### config.mk
export PLATFORM = sky130hd
export DESIGN_NAME = muldiv_unit
export DESIGN_NICKNAME = d
export VERILOG_FILES = /design/src/rtl/muldiv_pkg.sv /design/src/rtl/muldiv_core.sv /design/src/rtl/muldiv_unit.sv
export SDC_FILE = /design/constraint.sdc
export NUM_CORES = 1
export LEC_CHECK = 0
export ABC_AREA = 1
export CAP_MARGIN = 20
export CORE_MARGIN = 2
export CORE_UTILIZATION = 45
export DETAILED_ROUTE_END_ITERATION = 8
export DONT_BUFFER_PORTS = 1
export GPL_ROUTABILITY_DRIVEN = 0
export HOLD_SLACK_MARGIN = 0.12
export PLACE_DENSITY = 0.57
export SKIP_CTS_REPAIR_TIMING = 1
export SLEW_MARGIN = 20
export SYNTH_ARGS = -nofsm -noshare
export SYNTH_HDL_FRONTEND = slang
export SYNTH_SLANG_ARGS = --single-unit
export TNS_END_PERCENT = 10
### constraint.sdc
create_clock -name Clk -period 12 [get_ports Clk]
set_input_delay 1.2 -clock Clk [delete_from_list [all_inputs] [get_ports Clk]]
set_output_delay 1.2 -clock Clk [all_outputs]
set_load 0.05 [all_outputs]
### src/rtl/muldiv_pkg.sv
// Shared types and op classification helpers for the iterative multiply/divide unit.
package muldiv_pkg;

    typedef enum logic [3:0] {
        NOP   = 4'd0,
        MULT  = 4'd1,
        MULTU = 4'd2,
        DIV   = 4'd3,
        DIVU  = 4'd4,
        MADD  = 4'd5,
        MADDU = 4'd6,
        MSUB  = 4'd7,
        MSUBU = 4'd8,
        MTHI  = 4'd9,
        MTLO  = 4'd10
    } op_t;

    typedef enum logic [1:0] {
        IDLE = 2'd0,
        RUN  = 2'd1,
        FIX  = 2'd2
    } state_t;

    function automatic logic is_div(op_t op);
        return (op == DIV) || (op == DIVU);
    endfunction

    function automatic logic is_signed(op_t op);
        return (op == MULT) || (op == DIV) || (op == MADD) || (op == MSUB);
    endfunction

    function automatic logic is_acc(op_t op);
        return (op == MADD) || (op == MADDU) || (op == MSUB) || (op == MSUBU);
    endfunction

    function automatic logic is_sub(op_t op);
        return (op == MSUB) || (op == MSUBU);
    endfunction

    // Ops that run the full iterative sequence and end with a Done pulse.
    function automatic logic is_long(op_t op);
        return (op >= MULT) && (op <= MSUBU);
    endfunction

endpackage

### src/rtl/muldiv_core.sv
// One-bit-per-cycle datapath: radix-2 shift-add multiply or restoring divide on unsigned magnitudes.
module muldiv_core
    import muldiv_pkg::*;
#(
    parameter int WIDTH = 32
) (
    input  logic                 Clk,
    input  logic                 Rst,
    input  logic                 load_i,
    input  logic                 step_i,
    input  logic                 div_i,
    input  logic [WIDTH-1:0]     lo_i,
    input  logic [WIDTH-1:0]     opb_i,
    output logic [2*WIDTH-1:0]   acc_o
);

    logic [2*WIDTH-1:0] acc_q, acc_d;
    logic [WIDTH-1:0]   opb_q;
    logic               div_q;
    logic [WIDTH:0]     sum, shifted, diff;

    // Multiply: low half holds the multiplier and shifts right under the growing product.
    // Divide: {remainder, dividend} shifts left and quotient bits enter at the bottom.
    always_comb begin
        sum     = {1'b0, acc_q[2*WIDTH-1:WIDTH]} + (acc_q[0] ? {1'b0, opb_q} : '0);
        shifted = {acc_q[2*WIDTH-1:WIDTH], acc_q[WIDTH-1]};
        diff    = shifted - {1'b0, opb_q};
        acc_d   = acc_q;
        if (load_i) begin
            acc_d = {{WIDTH{1'b0}}, lo_i};
        end else if (step_i) begin
            if (div_q) begin
                acc_d = diff[WIDTH] ? {shifted[WIDTH-1:0], acc_q[WIDTH-2:0], 1'b0}
                                    : {diff[WIDTH-1:0],    acc_q[WIDTH-2:0], 1'b1};
            end else begin
                acc_d = {sum, acc_q[WIDTH-1:1]};
            end
        end
    end

    always_ff @(posedge Clk or negedge Rst) begin
        if (!Rst) begin
            acc_q <= '0;
            opb_q <= '0;
            div_q <= 1'b0;
        end else begin
            acc_q <= acc_d;
            if (load_i) begin
                opb_q <= opb_i;
                div_q <= div_i;
            end
        end
    end

    assign acc_o = acc_q;

endmodule

### src/rtl/muldiv_unit.sv
// Iterative multiply/divide unit owning Hi/Lo: FSM, iteration counter, flush, sign fix-up and commit.
module muldiv_unit
    import muldiv_pkg::*;
#(
    parameter int WIDTH = 32
) (
    input  logic             Clk,
    input  logic             Rst,
    input  logic             Start,
    input  logic [3:0]       Op,
    input  logic [WIDTH-1:0] A,
    input  logic [WIDTH-1:0] B,
    input  logic             Flush,
    output logic             Busy,
    output logic             Done,
    output logic             DivZero,
    output logic [WIDTH-1:0] Hi,
    output logic [WIDTH-1:0] Lo
);

    localparam int CNT_W = $clog2(WIDTH) + 1;

    state_t             state_q;
    op_t                op_q;
    logic [CNT_W-1:0]   cnt_q;
    logic [WIDTH-1:0]   a_q, b_q, hi_q, lo_q;
    logic               busy_q, done_q, dz_q;

    op_t                op_in;
    logic               load, op_neg, div_zero;
    logic [WIDTH-1:0]   a_mag, b_mag, quot, rem;
    logic [2*WIDTH-1:0] acc, prod, fix;

    assign op_in = op_t'(Op);
    assign load  = (state_q == IDLE) && Start && !Flush && is_long(op_in);
    assign a_mag = (is_signed(op_in) && A[WIDTH-1]) ? -A : A;
    assign b_mag = (is_signed(op_in) && B[WIDTH-1]) ? -B : B;

    muldiv_core #(.WIDTH(WIDTH)) u_core (
        .Clk    (Clk),
        .Rst    (Rst),
        .load_i (load),
        .step_i (state_q == RUN),
        .div_i  (is_div(op_in)),
        .lo_i   (is_div(op_in) ? a_mag : b_mag),
        .opb_i  (is_div(op_in) ? b_mag : a_mag),
        .acc_o  (acc)
    );

    // Hi/Lo cannot change while busy, so they still hold the value seen at Start.
    always_comb begin
        op_neg   = is_signed(op_q) && (a_q[WIDTH-1] ^ b_q[WIDTH-1]);
        div_zero = is_div(op_q) && (b_q == '0);
        prod     = op_neg ? -acc : acc;
        quot     = op_neg ? -acc[WIDTH-1:0] : acc[WIDTH-1:0];
        rem      = (is_signed(op_q) && a_q[WIDTH-1]) ? -acc[2*WIDTH-1:WIDTH] : acc[2*WIDTH-1:WIDTH];
        fix      = prod;
        if (is_div(op_q)) begin
            fix = div_zero ? {a_q, {WIDTH{1'b1}}} : {rem, quot};
        end else if (is_acc(op_q)) begin
            fix = is_sub(op_q) ? ({hi_q, lo_q} - prod) : ({hi_q, lo_q} + prod);
        end
    end

    always_ff @(posedge Clk or negedge Rst) begin
        if (!Rst) begin
            state_q <= IDLE;
            op_q    <= NOP;
            cnt_q   <= '0;
            a_q     <= '0;
            b_q     <= '0;
            hi_q    <= '0;
            lo_q    <= '0;
            busy_q  <= 1'b0;
            done_q  <= 1'b0;
            dz_q    <= 1'b0;
        end else begin
            done_q <= 1'b0;
            dz_q   <= 1'b0;
            case (state_q)
                IDLE: begin
                    if (Start && !Flush) begin
                        if (is_long(op_in)) begin
                            state_q <= RUN;
                            op_q    <= op_in;
                            a_q     <= A;
                            b_q     <= B;
                            cnt_q   <= '0;
                            busy_q  <= 1'b1;
                        end else if (op_in == MTHI) begin
                            hi_q <= A;
                        end else if (op_in == MTLO) begin
                            lo_q <= A;
                        end
                    end
                end
                RUN: begin
                    if (Flush) begin
                        state_q <= IDLE;
                        busy_q  <= 1'b0;
                    end else begin
                        cnt_q <= cnt_q + 1'b1;
                        if (cnt_q == CNT_W'(WIDTH - 1)) begin
                            state_q <= FIX;
                        end
                    end
                end
                FIX: begin
                    state_q <= IDLE;
                    busy_q  <= 1'b0;
                    if (!Flush) begin
                        {hi_q, lo_q} <= fix;
                        done_q       <= 1'b1;
                        dz_q         <= div_zero;
                    end
                end
                default: begin
                    state_q <= IDLE;
                    busy_q  <= 1'b0;
                end
            endcase
        end
    end

    assign Busy    = busy_q;
    assign Done    = done_q;
    assign DivZero = dz_q;
    assign Hi      = hi_q;
    assign Lo      = lo_q;

endmodule
=== Word-level counts from Yosys, hierarchy flattened ===
Index checks and enable logic that the tools add are counted.

* Input port bits: 72
* Bits in writable memories: 0
* Latch bits: 0
* Memories: 0
* Output and inout bits: 67
* Register bits: 240
* Bits in read-only memories: 0

* Add/sub/neg operators: 10
* $lt $le $gt $ge: 2
* Equal/unequal tests: 27
* Reductions and logical operators: 34
* Bitwise gates (word level): 1
* Multiply operators: 0
* Divide/modulo/power cells: 0
* Shifts and indexed selects: 0
* Multiplexer cells: 44

{| class="wikitable"
|+ Operators by type and width
! cell !! number
|-
| 2-to-1 mux 64 bit || 9
|-
| 2-to-1 mux 32 bit || 16
|-
| negation 32 bit || 4
|-
| case mux 32 bit (2 select lines) || 2
|-
| adder 64 bit || 1
|-
| negation 64 bit || 1
|-
| subtractor 64 bit || 1
|-
| adder 32 x 33 -> 33 bit || 1
|-
| subtractor 33 x 32 -> 33 bit || 1
|-
| zero test 32 bit || 1
|-
| == test 4 x 3 -> 1 bit (second input constant) || 7
|-
| 2-to-1 mux 6 bit || 3
|-
| == test 4 bit (second input constant) || 3
|-
| logical OR 1 bit || 12
|-
| case mux 6 bit (2 select lines) || 1
|-
| logical AND 1 bit || 10
|-
| != test 2 bit (second input constant) || 5
|-
| AND reduction 3 bit || 3
|-
| == test 4 x 1 -> 1 bit (second input constant) || 2
|-
| == test 4 x 2 -> 1 bit (second input constant) || 2
|-
| 2-to-1 mux 2 bit || 4
|-
| != test 2 x 1 -> 1 bit (second input constant) || 4
|-
| 2-to-1 mux 1 bit || 7
|-
| adder 6 x 1 -> 6 bit (second input constant) || 1
|-
| 15 further kinds || 17
|}

=== Depth between registers and ports, before layout ===
* Depth after elaboration: 12
* Mapped depth: 40

=== Hierarchy ===
Synthesis repeated with hierarchy kept, for this count alone.

* Cell total of the unflattened synthesis: 4840
* Area, all modules: 28355.9 um2

{| class="wikitable"
|+ Modules (own cells, without submodules)
! module !! seq. area each (um2) !! times used !! cells an instance !! area an instance (um2)
|-
| muldiv_unit || 3578.4 || 1 || 3233 || 18709.2
|-
| muldiv_core || 2427.3 || 1 || 1607 || 9646.8
|}

=== Worst setup path before layout ===
No wires, ideal clock.

* Kind: reg2reg
* From: register u_core.acc_q[0], in the netlist u_core.acc_o[0]
* To: register hi_q[11], in the netlist Hi[11]
* Data arrival time: 4.459 ns
* Stages on the path, launching flop included: 32
* Path buffers: 1
* Setup time: 0.119 ns
* Clock period less this slack: 4.578 ns
* Path slack: 7.422 ns
* Data required time: 11.881 ns
* Cell sequence: dfrtp_1 > buf_6 > inv_2 > ha_1 > inv_1 > nor2_4 > inv_1 > nand3_1 > nand2_1 > nor2_1 > nand3_2 > nor2_2 > nand4_2 > nor3_4 > nand4_2 > nor2_2 > nor2_1 > xnor2_1 > ha_1 > nand2_1 > nor2_1 > nor2_1 > a21boi_0 > o21ai_0 > a21oi_1 > o21ai_0 > or2_2 > nand3_1 > nand3_1 > o211ai_1 > nand3_1 > o21a_1

* Word-level cells in the longest chain between the ends: 8
* Elaborated cells on any way between the ends: 9
* Those cells by class: add/sub (3); mux (6)

{| class="wikitable"
|+ RTL lines
! item !! line !! text
|-
| start: declaration || muldiv_core.sv:17 || <nowiki>logic [2*WIDTH-1:0] acc_q, acc_d;</nowiki>
|-
| start signal: assignment || muldiv_core.sv:43 || <nowiki>acc_q <= '0;</nowiki>
|-
| start signal: assignment || muldiv_core.sv:47 || <nowiki>acc_q <= acc_d;</nowiki>
|-
| negation 64 bit || muldiv_unit.sv:54 || <nowiki>prod = op_neg ? -acc : acc;</nowiki>
|-
| 2-to-1 mux 64 bit (*) || muldiv_unit.sv:54 ||
|-
| adder 64 bit / subtractor 64 bit (equally long branches) || muldiv_unit.sv:61 || <nowiki>fix = is_sub(op_q) ? ({hi_q, lo_q} - prod) : ({hi_q, lo_q} + prod);</nowiki>
|-
| 2-to-1 mux 64 bit || muldiv_unit.sv:61 ||
|-
| 2-to-1 mux 64 bit (*) || muldiv_unit.sv:60 || <nowiki>end else if (is_acc(op_q)) begin</nowiki>
|-
| 2-to-1 mux 64 bit (*) || muldiv_unit.sv:58 || <nowiki>if (is_div(op_q)) begin</nowiki>
|-
| 2-to-1 mux 32 bit (*) || muldiv_unit.sv:111 || <nowiki>if (!Flush) begin</nowiki>
|-
| case mux 32 bit (2 select lines) (*) || muldiv_unit.sv:80 || <nowiki>case (state_q)</nowiki>
|-
| end signal: assignment || muldiv_unit.sv:112 || <nowiki>{hi_q, lo_q} <= fix;</nowiki>
|-
| end: declaration || muldiv_unit.sv:26 || <nowiki>logic [WIDTH-1:0] a_q, b_q, hi_q, lo_q;</nowiki>
|}

Mark *: on every way between the ends. The rest lies on a longest branch, timed or not. The select of a mux whose other input is x is not followed.
A chain may end at the register's enable or synchronous reset.

=== Worst setup path in the final report ===
* From: register b_q[31]
* To: register hi_q[12], in the netlist Hi[12]

* Word-level cells in the longest chain between the ends: 9
* Elaborated cells on any way between the ends: 13
* Those cells by class: add/sub (2); mux (7); bitwise (1); reduce/logical (3)

{| class="wikitable"
|+ RTL lines
! item !! line !! text
|-
| start: declaration || muldiv_unit.sv:26 ||
|-
| start signal: assignment || muldiv_unit.sv:71 || <nowiki>b_q <= '0;</nowiki>
|-
| start signal: assignment || muldiv_unit.sv:87 || <nowiki>b_q <= B;</nowiki>
|-
| bitwise XOR 1 bit || muldiv_unit.sv:52 || <nowiki>op_neg = is_signed(op_q) && (a_q[WIDTH-1] ^ b_q[WIDTH-1]);</nowiki>
|-
| logical AND 1 bit || muldiv_unit.sv:52 ||
|-
| 2-to-1 mux 64 bit || muldiv_unit.sv:54 ||
|-
| adder 64 bit / subtractor 64 bit (equally long branches) || muldiv_unit.sv:61 ||
|-
| 2-to-1 mux 64 bit || muldiv_unit.sv:61 ||
|-
| 2-to-1 mux 64 bit || muldiv_unit.sv:60 ||
|-
| 2-to-1 mux 64 bit (*) || muldiv_unit.sv:58 ||
|-
| 2-to-1 mux 32 bit (*) || muldiv_unit.sv:111 ||
|-
| case mux 32 bit (2 select lines) (*) || muldiv_unit.sv:80 ||
|}

Marked as above.

==> metrics.md <==
| Metric | Value |
|---|---|
| Status | `completed` |
| Tmin final | `6.37 ns` |
| # setup viols final | `0` |
| Post-Synthesis Cell Area | `27300 um^2` |
| Synth Area in Adders | `6.33%` |
| Residual DRC count | `0` |
| Core area | `60100 um^2` |
| Clock Skew | `0.0393 ns` |
| CTS Buf Count | `35` |
| Core Util, Final | `48.3%` |
| Die width | `250 um` |
| Final period util | `53.1%` |
| Cell taking the most area after synthesis | `dfrtp_1` |
| Xor-xnor portion of the synthesized cell area | `6.46%` |
| VDD IR max | `0.115 mV` |
| CP peak stage delay | `0.68 ns` |
| CP Capture Type | `flop` |
| Main combinational cell family by area after synthesis | `simple AND/OR/NAND/NOR gates` |
| Layout cells sized above 1 | `5.39%` |
| Worst-skew pair later-pin latency | `0.60 ns` |
| Chip Height | `250 um` |
| P_leak | `0.0138 uW` |
| Gr usage total | `38.5%` |
| Reg2Reg Depth | `30` |
| Mux contribution to synthesized area | `0%` |
| Area contributors post-synth | `dfrtp_1 22%, nand2_1 16%, inv_1 7.7%, nor2_1 7.5%, o21ai_0 6.6%` |
| Synthesized Nets | `4660` |
| Post-DRT Antenna Nets | `0` |
| Starting density of the core | `45.3%` |
| Die area | `62600 um^2` |
| Cell Rows | `90` |
| Via density per instance | `5.94` |
| Number of synthesized flops with an enable pin | `0` |
| Setup tns final | `0 ns` |
| Vias | `30.8k` |
| Sw Ratio | `60.6%` |
| Share of the synthesized area in the top cell type | `22.0%` |
| H-tree levels | `2` |
| Worst Path Class, Setup | `reg2reg` |
| Mapped Cells | `4452` |
| Simple-gate share of the synthesized area | `33.5%` |
| Synth warn | `0` |
| Synth unique cells | `64` |
| Initial DRC Count | `3213` |
| Reg-to-Reg End | `Hi[12]` |
| Wire length of the first global-routing pass | `182000 um` |
| Max Freq | `157 MHz` |
| Syn-to-layout area delta | `6.58%` |
| Clk network pwr share | `10.8%` |
| Most common flop cell mapped by yosys | `dfrtp_1` |
| Net count, final | `4581` |
| Total power | `9890 uW` |
| CTS Sinks | `240` |
| Post-detailed-placement half-perimeter wirelength | `97400 um` |
| Detailed Routing Iterations Pass 1 | `6` |
| Critical path fanouts, max | `72` |
| Final hold violation count | `0` |
| Max Cap Viol | `0` |
| Clock-pin slew on the worst setup and hold paths | `0.06 ns` |
| Synth Area in Compound Gates | `21.4%` |
| IO Pins | `139` |
| Routed WL | `124000 um` |
| Worst slew margin | `26.9%` |
| Post-synthesis sequential area ratio | `22.0%` |
| PwrDens | `341 nW/um^2` |
| CP most frequent cell | `nand2_1` |
| Filler cell count | `6581` |
| Final number of max-transition violations | `0` |
| Root Buffer | `clkbuf_16` |
| Ys async rst share | `100%` |
| RSZ-0062 raised after global routing | `false` |
| TritonCTS clock tree | `built` |
| Reg2Reg Setup Slack | `5.63 ns` |
| Worst r2r src | `b_q[31]` |
| Syn Area/Cell | `6.12 um^2` |
| Vias in the first global route | `28.8k` |
| IO Port Bufs | `0` |
| Actual slew at the worst max-slew pin | `1.08 ns` |
| CTS max path bufs | `3` |
| Largest net degree at the start of global routing | `241` |
| Net Sw Power | `6000 uW` |
| Slowest-stage cell, CP | `buf_4` |
| Startpoint type of the worst setup path | `flop` |
| Worst EP arrival | `6.86 ns` |
| Hold WC Path Type | `in2async` |
| Wire length per cell | `23.9 um` |
| Combinational group share of total power | `68.9%` |
| Grt ovf | `0` |
| Initial antenna violation count | `3` |
| Int Pwr | `3900 uW` |
| Reg power frac | `20.4%` |
| FF+latch count, synth | `240` |
| Worst Path Required | `12.50 ns` |
==> cell usage in the layout (no fill, tap or decap), types with 6 or more instances in the layout <==
cell,netlist,routed
a22oi_1,8,8
a2bb2oi_1,36,36
o21ai_1,16,16
dfrtp_1,240,239
nor3_1,55,55
nand3_2,7,7
o21ai_0,359,358
clkinv_2,0,6
nor4_1,30,30
or2_2,42,42
o2111ai_1,12,12
nand3_1,228,228
a21o_1,14,14
xor2_1,162,162
clkbuf_8,0,9
a21boi_0,26,26
o221ai_1,30,30
clkbuf_16,0,35
a31oi_1,28,28
nand2_2,32,33
nand4_1,34,34
inv_2,11,13
ha_1,133,133
o211ai_1,85,85
a21oi_1,310,308
nand2_1,1126,1125
o21bai_1,7,7
xnor2_1,39,39
o22ai_1,18,18
inv_1,561,558
nor2_1,545,538
nor2_4,9,13
a221oi_1,8,8
nand3b_1,7,7
buf_4,3,33
nor2_2,18,21
o21a_1,19,19
==> routing by layer <==
layer  up-vias  routed length, um  GRT usage, %
met5         -                 46             0
met4         8               8820          24.8
met3       354              12400          7.63
met2      1693              52900          58.1
met1     14200              50000          50.2
li1      14500                  -             -
==> how the worst max path moves through the flow <==
stage	startpoint	endpoint	slack, ns	cells past startpoint
2_1_floorplan	u_core.acc_o[0]	Hi[11]	7.42	31
3_3_place_gp	op_q[3]	Hi[12]	5.93	30
3_5_place_dp	b_q[31]	Hi[12]	5.93	31
4_1_cts	b_q[31]	Hi[12]	5.90	31
5_1_grt	b_q[31]	Hi[12]	5.37	31
6_report	b_q[31]	Hi[12]	5.63	30
==> cell type report <==
class	count	area (um^2)	area share (%)
Tap cell	782	978	3.37
Inverter	577	2170	7.46
Clock buffer	49	1020	3.51
Antenna cell	5	12.5	0.0431
Sequential cell	240	6010	20.7
Multi-Input combinational cell	3486	18500	63.7
Clock inverter	11	116	0.401
Timing Repair Buffer	33	248	0.853
==> critical path, delay by kind of cell (launching register included) <==
| family | cells | cell delay [ns] |
|---|---|---|
| AO/OA/AOI/OAI | 8 | 2.02 |
| XOR/XNOR | 1 | 0.21 |
| AND/OR/NAND/NOR | 16 | 2.22 |
| adder cells (fa/ha/maj) | 1 | 0.43 |
| buffers and inverters | 4 | 0.91 |
| flip-flops | 1 | 0.43 |
==> sequential cells by signal, indices dropped and copies added (netlist names) <==
register / cells
b_q: 32
Hi: 32
u_core.acc_o: 64
state_q: 2
a_q: 32
u_core.opb_q: 32
Done: 1
Lo: 32
u_core.div_q: 1
cnt_q: 6
DivZero: 1
op_q: 4
Busy: 1
==> synth_stat cells (18+ instances only) <==
cell,instances
a21boi_0,26
xor2_1,162
ha_1,133
a31oi_1,28
nand2_2,32
dfrtp_1,240
nor4_1,30
o21a_1,19
nor2_1,545
o221ai_1,30
nand4_1,34
nand2_1,1126
o211ai_1,85
o22ai_1,18
clkbuf_1,119
nor3_1,55
a21oi_1,310
nand3_1,228
nor2_2,18
a2bb2oi_1,36
o21ai_0,359
xnor2_1,39
inv_1,561
or2_2,42
==> through the flow <==
step	worst slack (ns)	instances	area [um^2]	hold WS, ns
6_report	5.63	5183	29100	0.347
5_1_grt	5.37	5181	29000	0.319
4_1_cts	5.90	5178	29000	0.306
3_5_place_dp	5.93	5118	27900	0.463
3_3_place_gp	5.93	5118	27900	0.461
2_1_floorplan	7.42	4452	27300	0.442
==> power groups by stage <==
stage	Clock (uW)	Sequential, uW	Combinational, uW
after floorplan	0	1740	4830
after global placement	0	2000	6580
after detailed placement	0	2000	6570
after CTS	1070	1980	6610
after global routing	1110	2030	7480
final	1070	2010	6810
==> cell families after synthesis <==
| kind of cell | after synthesis |
|---|---|
| compound gates | 996 |
| xor+xnor | 201 |
| fa+ha+maj | 136 |
| buf+inv | 726 |
| flops | 240 |
| simple gates | 2153 |
(Power assumes the default switching activity.)
